**src/rtl/bsg_mesh_proc_sink_pkg.sv**
```systemverilog
// bsg_mesh_proc_sink_pkg: shared FSM state, error codes and packet width helper for the proc sink.
package bsg_mesh_proc_sink_pkg;

    typedef enum logic [1:0] {IDLE, RUN, DONE} state_e;

    typedef enum logic [1:0] {
        e_none = 2'd0,
        e_dest = 2'd1,
        e_src  = 2'd2,
        e_seq  = 2'd3
    } err_code_e;

    function automatic int pkt_width(int x_w, int y_w, int seq_w);
        return seq_w + 2 * (x_w + y_w);
    endfunction

endpackage

```
**src/rtl/bsg_mesh_proc_sink_seq_table.sv**
```systemverilog
// bsg_mesh_proc_sink_seq_table: per-source expected-sequence flops with a registered write and read bypass.
module bsg_mesh_proc_sink_seq_table #(
    parameter int addr_width_p = 4,
    parameter int data_width_p = 4
) (
    input  logic                    clk,
    input  logic                    reset_n,
    input  logic [addr_width_p-1:0] r_addr,
    output logic [data_width_p-1:0] r_data,
    input  logic                    w_v,
    input  logic [addr_width_p-1:0] w_addr,
    input  logic [data_width_p-1:0] w_data
);
    localparam int els_lp = 2 ** addr_width_p;

    logic [data_width_p-1:0] mem_r [els_lp];
    logic                    pend_v_r;
    logic [addr_width_p-1:0] pend_addr_r;
    logic [data_width_p-1:0] pend_data_r;

    // Writes land one cycle late, so a same-source packet right behind must see the pending value.
    assign r_data = (pend_v_r && pend_addr_r == r_addr) ? pend_data_r : mem_r[r_addr];

    always_ff @(posedge clk or negedge reset_n) begin
        if (!reset_n) begin
            pend_v_r    <= 1'b0;
            pend_addr_r <= '0;
            pend_data_r <= '0;
            for (int i = 0; i < els_lp; i++) mem_r[i] <= '0;
        end else begin
            pend_v_r    <= w_v;
            pend_addr_r <= w_addr;
            pend_data_r <= w_data;
            if (pend_v_r) mem_r[pend_addr_r] <= pend_data_r;
        end
    end

endmodule

```
**src/rtl/bsg_mesh_proc_sink.sv**
```systemverilog
// bsg_mesh_proc_sink: mesh P-port receiver checking dest, src and per-source sequence order.
// Define BSG_MESH_PROC_SINK_STALL_EN for LFSR-driven random backpressure.
module bsg_mesh_proc_sink
    import bsg_mesh_proc_sink_pkg::*;
#(
    parameter int         x_cord_width_p = 2,
    parameter int         y_cord_width_p = 2,
    parameter int         seq_width_p    = 4,
    parameter int         count_width_p  = 8,
    parameter logic [7:0] stall_seed_p   = 8'hA5,
    localparam int        cord_w_lp      = x_cord_width_p + y_cord_width_p,
    localparam int        width_lp       = pkt_width(x_cord_width_p, y_cord_width_p, seq_width_p)
) (
    input  logic                      clk_i,
    input  logic                      reset_n_i,
    input  logic                      en_i,
    input  logic [x_cord_width_p-1:0] my_x_i,
    input  logic [y_cord_width_p-1:0] my_y_i,
    input  logic [count_width_p-1:0]  expected_pkts_i,
    input  logic                      v_i,
    input  logic [width_lp-1:0]       data_i,
    output logic                      ready_o,
    output logic [count_width_p-1:0]  pkt_count_o,
    output logic                      done_o,
    output logic                      err_o,
    output logic [1:0]                err_code_o,
    output logic [cord_w_lp-1:0]      err_src_o
);
    localparam int num_src_lp = 2 ** cord_w_lp;

    typedef struct packed {
        logic [seq_width_p-1:0] seq;
        logic [cord_w_lp-1:0]   src;
        logic [cord_w_lp-1:0]   dest;
    } pkt_s;

    pkt_s                     pkt;
    state_e                   state_r, state_n;
    err_code_e                code, code_r;
    logic [count_width_p-1:0] cnt_r, total_r, cnt_inc;
    logic [cord_w_lp-1:0]     src_r;
    logic [seq_width_p-1:0]   exp_seq;
    logic                     stall_r, accept, err_r;

    assign pkt     = data_i;
    assign ready_o = state_r == RUN && !stall_r;
    assign accept  = v_i && ready_o;
    assign cnt_inc = &cnt_r ? cnt_r : cnt_r + 1'b1;
    // The src check is unreachable at full field width but stays as a guard for narrower id spaces.
    assign code    = pkt.dest != {my_y_i, my_x_i}                         ? e_dest :
                     {1'b0, pkt.src} >= (cord_w_lp + 1)'(num_src_lp)     ? e_src  :
                     pkt.seq != exp_seq                                   ? e_seq  : e_none;

    assign pkt_count_o = cnt_r;
    assign done_o      = state_r == DONE;
    assign err_o       = err_r;
    assign err_code_o  = code_r;
    assign err_src_o   = src_r;

    bsg_mesh_proc_sink_seq_table #(
        .addr_width_p(cord_w_lp),
        .data_width_p(seq_width_p)
    ) seq_table (
        .clk    (clk_i),
        .reset_n(reset_n_i),
        .r_addr (pkt.src),
        .r_data (exp_seq),
        .w_v    (accept),
        .w_addr (pkt.src),
        .w_data (pkt.seq + 1'b1)
    );

    always_comb begin
        state_n = state_r;
        case (state_r)
            IDLE:    if (en_i) state_n = expected_pkts_i == '0 ? DONE : RUN;
            RUN:     if (accept && cnt_inc == total_r) state_n = DONE;
            default: state_n = state_r;
        endcase
    end

    always_ff @(posedge clk_i or negedge reset_n_i) begin
        if (!reset_n_i) begin
            state_r <= IDLE;
            cnt_r   <= '0;
            total_r <= '0;
            err_r   <= 1'b0;
            code_r  <= e_none;
            src_r   <= '0;
        end else begin
            state_r <= state_n;
            if (state_r == IDLE && en_i) total_r <= expected_pkts_i;
            if (accept) cnt_r <= cnt_inc;
            if (accept && code != e_none && !err_r) begin
                err_r  <= 1'b1;
                code_r <= code;
                src_r  <= pkt.src;
            end
        end
    end

`ifdef BSG_MESH_PROC_SINK_STALL_EN
    logic [7:0] lfsr_r;

    // x^8+x^6+x^5+x^4+1, maximal length
    always_ff @(posedge clk_i or negedge reset_n_i) begin
        if (!reset_n_i) begin
            lfsr_r  <= stall_seed_p;
            stall_r <= 1'b0;
        end else if (state_r == RUN) begin
            lfsr_r  <= {lfsr_r[6:0], lfsr_r[7] ^ lfsr_r[5] ^ lfsr_r[4] ^ lfsr_r[3]};
            stall_r <= lfsr_r[1:0] == 2'b00;
        end else begin
            stall_r <= 1'b0;
        end
    end
`else
    logic unused_seed;
    assign stall_r     = 1'b0;
    assign unused_seed = ^stall_seed_p;
`endif

endmodule

```
**config.mk**
```make
export PLATFORM = sky130hd
export DESIGN_NAME = bsg_mesh_proc_sink
export DESIGN_NICKNAME = d
export VERILOG_FILES = /design/src/rtl/bsg_mesh_proc_sink_pkg.sv /design/src/rtl/bsg_mesh_proc_sink_seq_table.sv /design/src/rtl/bsg_mesh_proc_sink.sv
export SDC_FILE = /design/constraint.sdc
export NUM_CORES = 1
export LEC_CHECK = 0
export ABC_CLOCK_PERIOD_IN_PS = 2700
export BUFFER_PORTS_ARGS = -buffer_cell sky130_fd_sc_hd__buf_2
export CAP_MARGIN = 20
export CELL_PAD_IN_SITES_DETAIL_PLACEMENT = 0
export CELL_PAD_IN_SITES_GLOBAL_PLACEMENT = 2
export CORE_MARGIN = 2
export CORE_UTILIZATION = 42
export DETAILED_ROUTE_END_ITERATION = 16
export PLACE_DENSITY_LB_ADDON = 0.1
export SLEW_MARGIN = 20
export SYNTH_ARGS = -nofsm -noshare
export SYNTH_HDL_FRONTEND = slang
export SYNTH_SLANG_ARGS = --single-unit
```
**constraint.sdc**
```tcl
create_clock -name clk_i -period 2.7 [get_ports clk_i]
set_input_delay 0.54 -clock clk_i [delete_from_list [all_inputs] [get_ports clk_i]]
set_output_delay 0.54 -clock clk_i [all_outputs]
set_load 0.05 [all_outputs]
```
==> out/metrics.cfg <==
[run_status]
outcome = complete, no violations

[detailed_routing]
drc_errors = 0
vias = 3006
drt_iter0_drc = 129
wl_per_cell_um = 18.63
antenna_left = 0
viasPerCell = 5.368
wl_um = 10430
drtPass1Iterations = 4

[critical_path]
slowest_stage = mux4_1
criticalPathCategory = input port to flop
worstPathCellList = clkbuf_4, mux4_1, mux2i_1, xor2_1, nand4_1, o22ai_2, nor4_4, mux2_2
max_stage_delay_ns = 0.63
cp_data_required_time_ns = 2.93
arrival_ns = 2.73
r2r_end = state_r[1]
rr_worst_depth = 8
end_kind = flop
setup.worst_path.start_class = input port
cp_max_fo = 18
r2r_setup_slack_ns = 0.22
crit_cells = 8
rr_startpoint = pkt_count_o[0]
cp_num_buf_inv = 1
cpLargestDelayFamily = multiplexers

[timing]
min_period_ns = 2.504
fmax_mhz = 399.3
rsz0062_at_grt = false
worstMarginPinSlew_ns = 0.4522
tns_ns = 0
relSlewSlack = 0.6957
finClkSkew_ns = 0.008926
setup_viol = 0
finalHoldViolCount = 0
min_period_over_period = 0.9275
whs_ns = 0.07773
drv_slew = 0

[global_routing]
antenna_found_initial = 0
grt_max_degree = 61
globalRouteOverflowTotal = 0
grt_first_pass_wirelength_um = 17010
grt_pass1_vias = 3037
groute.usage.overall = 0.1773

[cts]
htreeDepth = 3
clock-sinks = 98
cts_resized = 0
path_clk_slew_ns = 0.07
cts_setup_buffers = 0
cts-buffers-inserted = 9
clk_latency_ns = 0.34
cts-root-buf = clkbuf_16
cts_tree = done
cts-hold-fix-buffers = 0
clk_path_buf_depth = 2

[yosys]
yosys_most_used_dff = dfrtp_1
synth_cell_types = 39
synth-simple-area-share = 0.08974
yosys.area_share.xor_xnor = 0.06498
synthCells = 352
synth_warnings = 0
synthAdderAreaFrac = 0.005157
async_flop_share = 1.000
synth_top_family_by_area = multiplexers
synth.most_common_cell = dfrtp_1
ys_top_cells_by_count = dfrtp_1, mux2_2, nor2_1
synth.avg_cell_area_um2 = 13.78
synth.top_cell.area_share = 0.5054
synth-edff-count = 0
synth_top_cell_by_area = dfrtp_1
netlist_area_mm2 = 0.004852
synth.area.mux_share = 0.2924
synth.area.top_cells = dfrtp_1, mux2_2, mux4_1
ys_ff_latch = 98
syn_nets = 382
synth_compound_area_frac = 0.01908
yosysSeqAreaShare = 0.5054

[power]
p_int_mw = 3.525
peakVddDrop_v = 0.0006031
power_density_mw_per_mm2 = 938.3
clock_power_share = 0.230
p_sw_frac = 0.3272
combPwrFrac = 0.315
power.leakage_nw = 2.581
p_sw_mw = 1.714
p_seq_frac = 0.455
power_mw = 5.238

[floorplanning]
ios = 45
die_w_um = 111.5
die_h_um = 111.5
initial_utilization = 0.4268
dieArea_mm2 = 0.01243
core_area_mm2 = 0.01137
num_rows = 39

[layout]
antenna_cells = 0
finish.instance_area_mm2 = 0.005583
fillCellCount = 1007
final_core_util = 0.4910
drive_gt1_frac = 0.4029
fin_nets = 442
area_delta_synth_final_pct = 15.06

[run]
drv_cap = 0

[placement]
place_area_mm2 = 0.005299
place_hpwl_um = 7544
portBuffers = 44
place.gp.congestion = 0.7331

[hold_path]
hp-class = input port to async pin

## through the flow
| stage | worst slack (ns) | cells |
|---|---|---|
| after floorplan | 0.008340 | 352 |
| after global placement | -0.2689 | 544 |
| after detailed placement | -0.3451 | 544 |
| after CTS | 0.01893 | 560 |
| after global routing | 0.009251 | 560 |
| final | 0.1957 | 560 |
## cells by family after synthesis
group / after synthesis
AND/OR/NAND/NOR: 81
XOR/XNOR: 36
multiplexers: 106
buffers and inverters: 16
flip-flops: 98
adder cells (fa/ha/maj): 2
AO/OA/AOI/OAI: 13
## area by class of cell
cell class              instances  area (um2)  share of cell area
inverters                       4       15.01            0.002689
multi-input cells             238        2292              0.4106
well taps                     143       178.9             0.03205
flip-flops and latches         98        2455              0.4397
clock inverters                 7       51.30            0.009189
clock buffers                   9       225.2             0.04034
repair buffers                 61       365.4             0.06544
## registers in the layout (all words and copies together), names as in the netlist
register,cells
err_code_o,2
err_o,1
total_r,8
seq_table.pend_data_r,4
pkt_count_o,8
seq_table.pend_v_r,1
seq_table.mem_r,64
state_r,2
seq_table.pend_addr_r,4
err_src_o,4
## how the worst max path moves through the flow
| stage | to | from | slack (ns) |
|---|---|---|---|
| after global placement | err_src_o[1] | data_i[4] | -0.27 |
| after CTS | err_src_o[3] | data_i[4] | 0.02 |
| after detailed placement | err_src_o[3] | data_i[4] | -0.35 |
| after global routing | err_src_o[1] | data_i[4] | 0.009 |
| after floorplan | state_r[1] | pkt_count_o[0] | 0.008 |
| final | err_src_o[3] | data_i[4] | 0.20 |
## power by group through the flow
| stage | clock [mW] | sequential [mW] | combinational (mW) |
|---|---|---|---|
| finish | 1.21 | 2.38 | 1.65 |
| CTS | 1.24 | 2.38 | 1.67 |
| floorplan | 0 | 2.41 | 1.18 |
| global route | 1.30 | 2.45 | 1.81 |
| global placement | 0 | 2.40 | 1.62 |
| detailed placement | 0 | 2.41 | 1.66 |
## layout by cell type (no fill, tap or decap), types with 4 or more instances in the layout
master,Yosys,layout
dfrtp_1,98,96
mux2_2,78,78
buf_2,1,42
nor2_1,21,21
xor2_1,20,20
buf_4,0,17
xnor2_1,16,16
nand2_1,16,16
mux4_1,16,16
mux2i_1,12,12
clkbuf_16,0,9
nand3_1,5,5
nand2b_1,5,5
nor3_1,5,5
inv_1,4,4
nor4_1,4,4
a21oi_1,4,4
or2_2,4,4
nand4_1,4,4
## layer usage
metal  vias to the layer above  track usage  share of wire
li1                       1406            -              -
met1                      1544       0.2702           0.52
met2                        43       0.2561           0.44
met3                        13      0.02885          0.023
met4                         0      0.06584          0.017
met5                         -            0              0
No activity file was read; power rests on OpenSTA's default activity.
